`config.mk`:
```
export PLATFORM = sky130hd
export DESIGN_NAME = load_store_unit
export DESIGN_NICKNAME = d
export VERILOG_FILES = /design/src/rtl/lsu_pkg.sv /design/src/rtl/lsu_load_align.sv /design/src/rtl/load_store_unit.sv
export SDC_FILE = /design/constraint.sdc
export NUM_CORES = 1
export LEC_CHECK = 0
export CORE_MARGIN = 2
export CORE_UTILIZATION = 50
export CTS_BUF_LIST = sky130_fd_sc_hd__clkbuf_4
export CTS_CLUSTER_SIZE = 12
export DETAILED_ROUTE_END_ITERATION = 16
export PLACE_DENSITY_LB_ADDON = 0.08
export SKIP_CTS_REPAIR_TIMING = 1
export SLEW_MARGIN = 20
export SYNTH_ARGS = -nofsm -noshare
export SYNTH_HDL_FRONTEND = slang
export SYNTH_SLANG_ARGS = --single-unit
```
`constraint.sdc`:
```
create_clock -name clk -period 4.25 [get_ports clk]
set_input_delay 0.85 -clock clk [delete_from_list [all_inputs] [get_ports clk]]
set_output_delay 0.85 -clock clk [all_outputs]
set_load 0.02 [all_outputs]
```
`src/rtl/lsu_pkg.sv`:
```
// Shared definitions for the load/store unit.
//   - RV32I funct3 size/sign encodings
//   - rsp_fault codes
//   - FSM state type
//   - helpers for region legality and access size
package lsu_pkg;

  localparam logic [2:0] F3_B  = 3'b000;
  localparam logic [2:0] F3_H  = 3'b001;
  localparam logic [2:0] F3_W  = 3'b010;
  localparam logic [2:0] F3_BU = 3'b100;
  localparam logic [2:0] F3_HU = 3'b101;

  localparam logic [1:0] FLT_NONE       = 2'b00;
  localparam logic [1:0] FLT_MISALIGNED = 2'b01;
  localparam logic [1:0] FLT_ACCESS     = 2'b10;
  localparam logic [1:0] FLT_ILLEGAL    = 2'b11;

  typedef enum logic [1:0] {
    IDLE = 2'd0,
    ACC0 = 2'd1,
    ACC1 = 2'd2,
    RESP = 2'd3
  } lsu_state_e;

  // Stores may only touch RAM; loads may touch RAM or ROM.
  function automatic logic region_ok(input logic [15:0] region,
                                     input logic        is_store,
                                     input logic [15:0] ram,
                                     input logic [15:0] rom);
    return is_store ? (region == ram) : ((region == ram) || (region == rom));
  endfunction

  // Number of bytes touched by an access of the given funct3.
  function automatic logic [2:0] access_bytes(input logic [2:0] funct3);
    case (funct3)
      F3_W:        return 3'd4;
      F3_H, F3_HU: return 3'd2;
      default:     return 3'd1;
    endcase
  endfunction

endpackage

```
`src/rtl/lsu_load_align.sv`:
```
// Load data extraction: selects the addressed bytes out of the two-word
// window {word1, word0} starting at byte offset off, then sign- or
// zero-extends according to funct3.
//   word0     in  32  first (lower-addressed) word
//   word1_lo  in  24  low three bytes of the following word (never more is needed)
//   off       in   2  byte offset of the access inside word0
//   funct3    in   3  RV32I load size/sign
//   load_data out 32  extended result (0 for unsupported funct3)
module lsu_load_align
  import lsu_pkg::*;
(
  input  logic [31:0] word0,
  input  logic [23:0] word1_lo,
  input  logic [1:0]  off,
  input  logic [2:0]  funct3,
  output logic [31:0] load_data
);

  logic [55:0] window;
  logic [31:0] sel;

  always_comb begin
    window = {word1_lo, word0};
    case (off)
      2'd0:    sel = window[31:0];
      2'd1:    sel = window[39:8];
      2'd2:    sel = window[47:16];
      default: sel = window[55:24];
    endcase

    case (funct3)
      F3_B:    load_data = {{24{sel[7]}}, sel[7:0]};
      F3_H:    load_data = {{16{sel[15]}}, sel[15:0]};
      F3_W:    load_data = sel;
      F3_BU:   load_data = {24'd0, sel[7:0]};
      F3_HU:   load_data = {16'd0, sel[15:0]};
      default: load_data = '0;
    endcase
  end

endmodule

```
`src/rtl/load_store_unit.sv`:
```
// Load/store unit: initiator side of the data-memory interface. Accepts one
// request at a time, issues up to two word accesses, returns an extended load
// result or a fault code.
// Configuration macro: LSU_MISALIGNED_SPLIT_EN -- when defined, accesses that
// cross a word boundary are split into two word accesses (ACC0 + ACC1);
// otherwise unaligned H/W accesses fault as misaligned and ACC1 is unused.
// Ports:
//   clk, reset_n                 clock, async active-low reset
//   req_valid/req_ready          request handshake
//   req_is_store, req_funct3     operation, size/sign
//   req_address, req_store_data  byte address, right-justified store value
//   dmem_write_enable/address/write_data/write_mask  data memory drive
//   dmem_read_data               combinational read word
//   rsp_valid/rsp_ready          response handshake
//   rsp_load_data, rsp_fault     result and fault code
module load_store_unit
  import lsu_pkg::*;
#(
  parameter logic [15:0] RAM_REGION = 16'h1000,
  parameter logic [15:0] ROM_REGION = 16'h0000
) (
  input  logic        clk,
  input  logic        reset_n,
  input  logic        req_valid,
  output logic        req_ready,
  input  logic        req_is_store,
  input  logic [2:0]  req_funct3,
  input  logic [31:0] req_address,
  input  logic [31:0] req_store_data,
  output logic        dmem_write_enable,
  output logic [31:0] dmem_address,
  output logic [31:0] dmem_write_data,
  output logic [3:0]  dmem_write_mask,
  input  logic [31:0] dmem_read_data,
  output logic        rsp_valid,
  input  logic        rsp_ready,
  output logic [31:0] rsp_load_data,
  output logic [1:0]  rsp_fault
);

  lsu_state_e  state_q, state_d;
  logic        is_store_q, is_store_d;
  logic [2:0]  funct3_q, funct3_d;
  logic [31:0] addr_q, addr_d;
  logic [31:0] store_data_q, store_data_d;
  logic [1:0]  fault_q, fault_d;
  logic [31:0] word0_q, word0_d;
`ifdef LSU_MISALIGNED_SPLIT_EN
  logic        split_q, split_d;
  logic [23:0] word1_q, word1_d;
  logic [15:0] word1_region;
  logic        split_in;
  logic [7:0]  mask_wide;
  logic [63:0] data_wide;
`endif

  logic [2:0]  acc_size;
  logic        illegal_in, misaligned_in, access_in;
  logic [1:0]  fault_in;
  logic [3:0]  base_mask;
  logic [31:0] word_addr;
  logic [23:0] word1_lo;
  logic [31:0] align_data;

  // Request classification, evaluated on the live request inputs in IDLE.
  always_comb begin
    acc_size = access_bytes(req_funct3);
    if (req_is_store) begin
      illegal_in = (req_funct3 != F3_B) && (req_funct3 != F3_H) && (req_funct3 != F3_W);
    end else begin
      illegal_in = (req_funct3 == 3'b011) || (req_funct3 == 3'b110) || (req_funct3 == 3'b111);
    end
`ifdef LSU_MISALIGNED_SPLIT_EN
    misaligned_in = 1'b0;
    split_in      = ({1'b0, req_address[1:0]} + acc_size) > 3'd4;
    // Region of the next word: bump [31:16] only when the word address
    // carries out of the low half (covers the 0xFFFFFFFC -> 0 wrap too).
    word1_region  = req_address[31:16] + {15'd0, &req_address[15:2]};
    access_in     = !region_ok(req_address[31:16], req_is_store, RAM_REGION, ROM_REGION) ||
                    (split_in && !region_ok(word1_region, req_is_store, RAM_REGION, ROM_REGION));
`else
    misaligned_in = ((acc_size == 3'd2) && req_address[0]) ||
                    ((acc_size == 3'd4) && (req_address[1:0] != 2'b00));
    access_in     = !region_ok(req_address[31:16], req_is_store, RAM_REGION, ROM_REGION);
`endif
    if (illegal_in)         fault_in = FLT_ILLEGAL;
    else if (misaligned_in) fault_in = FLT_MISALIGNED;
    else if (access_in)     fault_in = FLT_ACCESS;
    else                    fault_in = FLT_NONE;
  end

  // Next-state and request capture.
  always_comb begin
    state_d      = state_q;
    is_store_d   = is_store_q;
    funct3_d     = funct3_q;
    addr_d       = addr_q;
    store_data_d = store_data_q;
    fault_d      = fault_q;
    word0_d      = word0_q;
`ifdef LSU_MISALIGNED_SPLIT_EN
    split_d      = split_q;
    word1_d      = word1_q;
`endif
    case (state_q)
      IDLE: begin
        if (req_valid) begin
          is_store_d   = req_is_store;
          funct3_d     = req_funct3;
          addr_d       = req_address;
          store_data_d = req_store_data;
          fault_d      = fault_in;
          word0_d      = '0;
`ifdef LSU_MISALIGNED_SPLIT_EN
          split_d      = split_in;
          word1_d      = '0;
`endif
          state_d      = (fault_in != FLT_NONE) ? RESP : ACC0;
        end
      end
      ACC0: begin
        if (!is_store_q) word0_d = dmem_read_data;
`ifdef LSU_MISALIGNED_SPLIT_EN
        state_d = split_q ? ACC1 : RESP;
`else
        state_d = RESP;
`endif
      end
      ACC1: begin
`ifdef LSU_MISALIGNED_SPLIT_EN
        if (!is_store_q) word1_d = dmem_read_data[23:0];
        state_d = RESP;
`else
        state_d = IDLE;
`endif
      end
      RESP: begin
        if (rsp_ready) state_d = IDLE;
      end
      default: state_d = IDLE;
    endcase
  end

  always_ff @(posedge clk or negedge reset_n) begin
    if (!reset_n) begin
      state_q      <= IDLE;
      is_store_q   <= 1'b0;
      funct3_q     <= '0;
      addr_q       <= '0;
      store_data_q <= '0;
      fault_q      <= FLT_NONE;
      word0_q      <= '0;
`ifdef LSU_MISALIGNED_SPLIT_EN
      split_q      <= 1'b0;
      word1_q      <= '0;
`endif
    end else begin
      state_q      <= state_d;
      is_store_q   <= is_store_d;
      funct3_q     <= funct3_d;
      addr_q       <= addr_d;
      store_data_q <= store_data_d;
      fault_q      <= fault_d;
      word0_q      <= word0_d;
`ifdef LSU_MISALIGNED_SPLIT_EN
      split_q      <= split_d;
      word1_q      <= word1_d;
`endif
    end
  end

`ifdef LSU_MISALIGNED_SPLIT_EN
  assign word1_lo = word1_q;
`else
  assign word1_lo = '0;
`endif

  lsu_load_align u_load_align (
    .word0     (word0_q),
    .word1_lo  (word1_lo),
    .off       (addr_q[1:0]),
    .funct3    (funct3_q),
    .load_data (align_data)
  );

  // Memory and response drive; everything is zero outside its own state.
  always_comb begin
    req_ready         = (state_q == IDLE);
    dmem_write_enable = 1'b0;
    dmem_address      = '0;
    dmem_write_data   = '0;
    dmem_write_mask   = '0;
    rsp_valid         = 1'b0;
    rsp_load_data     = '0;
    rsp_fault         = FLT_NONE;

    word_addr = {addr_q[31:2], 2'b00};
    case (access_bytes(funct3_q))
      3'd4:    base_mask = 4'b1111;
      3'd2:    base_mask = 4'b0011;
      default: base_mask = 4'b0001;
    endcase
`ifdef LSU_MISALIGNED_SPLIT_EN
    // Shift into an 8-lane / 64-bit window; the upper half is the ACC1 word.
    mask_wide = {4'b0000, base_mask} << addr_q[1:0];
    data_wide = {32'd0, store_data_q} << {addr_q[1:0], 3'b000};
`endif

    case (state_q)
      ACC0: begin
        dmem_write_enable = is_store_q;
        dmem_address      = word_addr;
`ifdef LSU_MISALIGNED_SPLIT_EN
        dmem_write_mask   = mask_wide[3:0];
        dmem_write_data   = data_wide[31:0];
`else
        dmem_write_mask   = base_mask << addr_q[1:0];
        dmem_write_data   = store_data_q << {addr_q[1:0], 3'b000};
`endif
      end
`ifdef LSU_MISALIGNED_SPLIT_EN
      ACC1: begin
        dmem_write_enable = is_store_q;
        dmem_address      = word_addr + 32'd4;
        dmem_write_mask   = mask_wide[7:4];
        dmem_write_data   = data_wide[63:32];
      end
`endif
      RESP: begin
        rsp_valid     = 1'b1;
        rsp_fault     = fault_q;
        rsp_load_data = (!is_store_q && (fault_q == FLT_NONE)) ? align_data : '0;
      end
      default: ;
    endcase
  end

endmodule

```
==> run_summary.xml <==
<?xml version="1.0" encoding="UTF-8"?>
<metrics>
  <group name="power_and_ir_drop">
    <metric name="cellPowerDensity" unit="nW/um^2">669.6</metric>
    <metric name="combinationalPowerShare" unit="">0.528</metric>
    <metric name="net-switching-power" unit="mW">2.116</metric>
    <metric name="intPower" unit="mW">3.207</metric>
    <metric name="swShare" unit="">0.3975</metric>
    <metric name="pwr-share-seq" unit="">0.353</metric>
    <metric name="report.power.total" unit="mW">5.322</metric>
    <metric name="p_clk_frac" unit="">0.119</metric>
    <metric name="max_vdd_drop" unit="uV">374.7</metric>
    <metric name="power_leakage" unit="nW">3.315</metric>
  </group>
  <group name="logic_synthesis">
    <metric name="async_flop_share" unit="">1.000</metric>
    <metric name="yosys-top-cells-area" unit="">sky130_fd_sc_hd__dfrtp_1 46%, sky130_fd_sc_hd__mux2_2 14%, sky130_fd_sc_hd__a22o_1 4.9%, sky130_fd_sc_hd__and2_1 4.9%, sky130_fd_sc_hd__mux2i_1 4.6%</metric>
    <metric name="synth-warning-count" unit="">0</metric>
    <metric name="postSynthRegisterBits" unit="">104</metric>
    <metric name="yosysSeqAreaShare" unit="">0.4593</metric>
    <metric name="mappedNetlistArea" unit="um^2">5667</metric>
    <metric name="dominantRegCellSynth" unit="">sky130_fd_sc_hd__dfrtp_1</metric>
    <metric name="netlist-cell-type-count" unit="">48</metric>
    <metric name="synth_largest_type_area_fraction" unit="">0.4593</metric>
    <metric name="postSynthCellCount" unit="">508</metric>
    <metric name="top_count_cell_post_synth" unit="">sky130_fd_sc_hd__dfrtp_1</metric>
    <metric name="synth_top_cell_by_area" unit="">sky130_fd_sc_hd__dfrtp_1</metric>
    <metric name="synth.top_cells.by_count" unit="">104 x sky130_fd_sc_hd__dfrtp_1, 69 x sky130_fd_sc_hd__mux2_2, 45 x sky130_fd_sc_hd__nor2_1</metric>
    <metric name="count_of_flip_flops_with_a_built_in_enable_after_synthesis" unit="">0</metric>
    <metric name="synthesis.area_per_instance" unit="um^2">11.15</metric>
  </group>
  <group name="grt">
    <metric name="grt_pass1_wl" unit="um">24890</metric>
    <metric name="grt_overflow_total" unit="">0</metric>
    <metric name="maximum_number_of_pins_on_one_net_before_global_route_repair" unit="">70</metric>
    <metric name="first_global_vias" unit="">4952</metric>
    <metric name="initial_antenna_violation_count" unit="">0</metric>
    <metric name="grt_usage" unit="">0.2533</metric>
  </group>
  <group name="route">
    <metric name="route.detailed.drc" unit="">0</metric>
    <metric name="drt-total-wl" unit="um">15330</metric>
    <metric name="route.vias.total" unit="">4739</metric>
    <metric name="routed_antenna_nets" unit="">0</metric>
    <metric name="drtIter0Drc" unit="">264</metric>
    <metric name="dr.pass1.iters" unit="">5</metric>
    <metric name="routed_via_density" unit="">5.642</metric>
    <metric name="wl_per_cell" unit="um">18.25</metric>
  </group>
  <group name="sta">
    <metric name="rsz0062_at_grt" unit="">no</metric>
    <metric name="finalSetupTns" unit="ns">0</metric>
    <metric name="tightestPinTransition" unit="ns">0.8786</metric>
    <metric name="slew_headroom" unit="">0.4143</metric>
    <metric name="finalCriticalPeriod" unit="ns">3.922</metric>
    <metric name="finalHoldViolations" unit="">0</metric>
    <metric name="timing.fmax" unit="MHz">255.0</metric>
    <metric name="setup_violations" unit="">0</metric>
    <metric name="hold_ws" unit="ns">0.4678</metric>
    <metric name="final_max_slew_viol_count" unit="">0</metric>
    <metric name="min_period_over_period" unit="">0.9228</metric>
    <metric name="skew" unit="ns">0.01556</metric>
  </group>
  <group name="clock_network">
    <metric name="library_cell_used_as_clock_root_buffer" unit="">sky130_fd_sc_hd__clkbuf_4</metric>
    <metric name="cts-root-to-sink-buffers" unit="">2</metric>
    <metric name="worst_skew_pair.late_latency" unit="ns">0.47</metric>
    <metric name="numClockSinks" unit="">104</metric>
    <metric name="htree_levels" unit="">3</metric>
    <metric name="tritoncts" unit="">done</metric>
    <metric name="cts_inserted_buffers" unit="">9</metric>
    <metric name="clk_pin_slew" unit="ns">0.15</metric>
  </group>
  <group name="place">
    <metric name="place.port_buffers" unit="">206</metric>
    <metric name="detailedPlacementHpwl" unit="um">11150</metric>
    <metric name="final_weighted_congestion_in_routability_driven_placement" unit="">0.8813</metric>
  </group>
  <group name="hold_path">
    <metric name="worstHoldPathType" unit="">input pin to asynchronous set/reset pin</metric>
  </group>
  <group name="final_layout">
    <metric name="fillCellCount" unit="">834</metric>
    <metric name="syn_to_final_growth" unit="%">40.27</metric>
    <metric name="drive_above_1_share" unit="">0.1686</metric>
    <metric name="final_core_utilization" unit="">0.7269</metric>
    <metric name="net_count_of_the_finished_layout" unit="">800</metric>
    <metric name="n_antenna_cell" unit="">0</metric>
  </group>
  <group name="floorplanning">
    <metric name="die-height" unit="um">110.5</metric>
    <metric name="io-pin-count" unit="">209</metric>
    <metric name="dieArea" unit="um^2">12200</metric>
    <metric name="dieWidth" unit="um">110.5</metric>
    <metric name="design.core.area" unit="um^2">10940</metric>
    <metric name="std_cell_rows" unit="">38</metric>
    <metric name="floorplan.initialDensity" unit="">0.5182</metric>
  </group>
  <group name="worst_setup_path">
    <metric name="setup.worst_path.class" unit="">flop to output pin</metric>
    <metric name="cp.required" unit="ns">3.40</metric>
    <metric name="timing.critical_path.fanout_max" unit="">8</metric>
    <metric name="critPathCaptureType" unit="">output pin</metric>
    <metric name="timing.reg2reg.setup_slack" unit="ns">2.31</metric>
    <metric name="timing.critical_path.arrival" unit="ns">3.07</metric>
    <metric name="critical_path.startpoint_type" unit="">flop</metric>
  </group>
  <group name="flow_run">
    <metric name="drv_cap" unit="">0</metric>
  </group>
  <group name="outcome">
    <metric name="status" unit="">finished, final reports clean</metric>
  </group>
</metrics>
-- flip-flops by register name, summed over array words and instances (netlist names) --
name / cells
word0_q: 32
addr_q: 32
fault_q: 2
store_data_q: 32
state_q: 2
is_store_q: 1
funct3_q: 3
-- cell usage in the layout, fill, tap and decap left out, types with 2 or more instances in the layout --
| cell type | count |
|---|---|
| sky130_fd_sc_hd__clkdlybuf4s50_1 | 205 |
| sky130_fd_sc_hd__dfrtp_1 | 102 |
| sky130_fd_sc_hd__mux2_2 | 69 |
| sky130_fd_sc_hd__and2_1 | 44 |
| sky130_fd_sc_hd__nor2_1 | 43 |
| sky130_fd_sc_hd__a22o_1 | 32 |
| sky130_fd_sc_hd__mux2i_1 | 26 |
| sky130_fd_sc_hd__a21oi_1 | 20 |
| sky130_fd_sc_hd__a211oi_1 | 16 |
| sky130_fd_sc_hd__o21ai_0 | 16 |
| sky130_fd_sc_hd__buf_4 | 12 |
| sky130_fd_sc_hd__nor2b_1 | 11 |
| sky130_fd_sc_hd__a22oi_1 | 10 |
| sky130_fd_sc_hd__and3_1 | 9 |
| sky130_fd_sc_hd__clkbuf_4 | 9 |
| sky130_fd_sc_hd__a21o_1 | 8 |
| sky130_fd_sc_hd__mux4_2 | 7 |
| sky130_fd_sc_hd__o21ai_1 | 5 |
| sky130_fd_sc_hd__nand2b_1 | 4 |
| sky130_fd_sc_hd__inv_1 | 4 |
| sky130_fd_sc_hd__and2_0 | 4 |
| sky130_fd_sc_hd__nor4_1 | 3 |
| sky130_fd_sc_hd__bufinv_16 | 3 |
| sky130_fd_sc_hd__nand2_1 | 2 |
| sky130_fd_sc_hd__nor3_1 | 2 |
| sky130_fd_sc_hd__a31oi_1 | 2 |
| sky130_fd_sc_hd__conb_1 | 2 |
| sky130_fd_sc_hd__dfrtp_2 | 2 |
| sky130_fd_sc_hd__clkinv_2 | 2 |
-- worst max-delay path, stage by stage (launching register included) --
cell	delay, ns
sky130_fd_sc_hd__dfrtp_1	0.47
sky130_fd_sc_hd__or3b_1	0.53
sky130_fd_sc_hd__inv_1	0.10
sky130_fd_sc_hd__ha_1	0.24
sky130_fd_sc_hd__or3b_2	0.43
sky130_fd_sc_hd__a21oi_1	0.19
sky130_fd_sc_hd__clkdlybuf4s50_1	0.65
-- logic make-up (layout without fill, tap and decap cells) --
kind of cell / count (synthesis) / after routing / share of synthesized area
simple gates: 139 / 139 / 0.1404
compound gates: 115 / 115 / 0.1413
flops: 104 / 104 / 0.4593
mux: 102 / 102 / 0.2109
buf+inv: 46 / 237 / 0.04526
fa+ha+maj: 1 / 1 / 0.002208
other cells: 1 / 2 / 0.0006618
-- cell type report --
type / instances / area (um^2) / area share
Clock buffer: 9 / 67.56 / 0.008500
Clock inverter: 7 / 117.6 / 0.01480
Inverter: 4 / 15.01 / 0.001889
Multi-Input combinational cell: 359 / 2826 / 0.3556
Sequential cell: 104 / 2605 / 0.3277
Tap cell: 140 / 175.2 / 0.02204
Timing Repair Buffer: 217 / 2142 / 0.2695
-- power groups by stage --
stage	Combinational [mW]	Sequential (mW)	Clock, mW
5_1_grt	3.04	1.95	0.686
6_report	2.81	1.88	0.632
3_3_place_gp	2.75	1.87	0
3_5_place_dp	2.81	1.90	0
4_1_cts	2.84	1.88	0.653
2_1_floorplan	2.02	1.70	0
-- layer usage --
metal / GRT usage / wire, um
met1: 0.3097 / 6265
met2: 0.4323 / 7642
met3: 0.05708 / 1001
met4: 0.1075 / 420
met5: 0 / 0
-- worst paths after layout --
check,depth (start not counted),start,end
min in group clk,1,addr_q[24]$_DFFE_PN0P_,addr_q[24]$_DFFE_PN0P_
max in group asynchronous,2,reset_n,word0_q[18]$_DFFE_PN0P_
setup reg to reg,4,state_q[0]$_DFFE_PN0P_,word0_q[8]$_DFFE_PN0P_
hold / removal,1,reset_n,word0_q[20]$_DFFE_PN0P_
setup / recovery,6,funct3_q[0]$_DFFE_PN0P_,dmem_write_mask[2]
hold reg to reg,1,addr_q[24]$_DFFE_PN0P_,addr_q[24]$_DFFE_PN0P_
-- stage by stage --
step | setup slack [ns] | std cells | instance area (um^2)
after floorplan | 1.385 | 509 | 5670
after global placement | 0.8502 | 824 | 7761
after detailed placement | 0.8329 | 824 | 7764
after CTS | 0.2840 | 840 | 7949
after global routing | 0.1793 | 840 | 7949
final | 0.3279 | 840 | 7949
No activity file was read; power rests on OpenSTA's default activity.
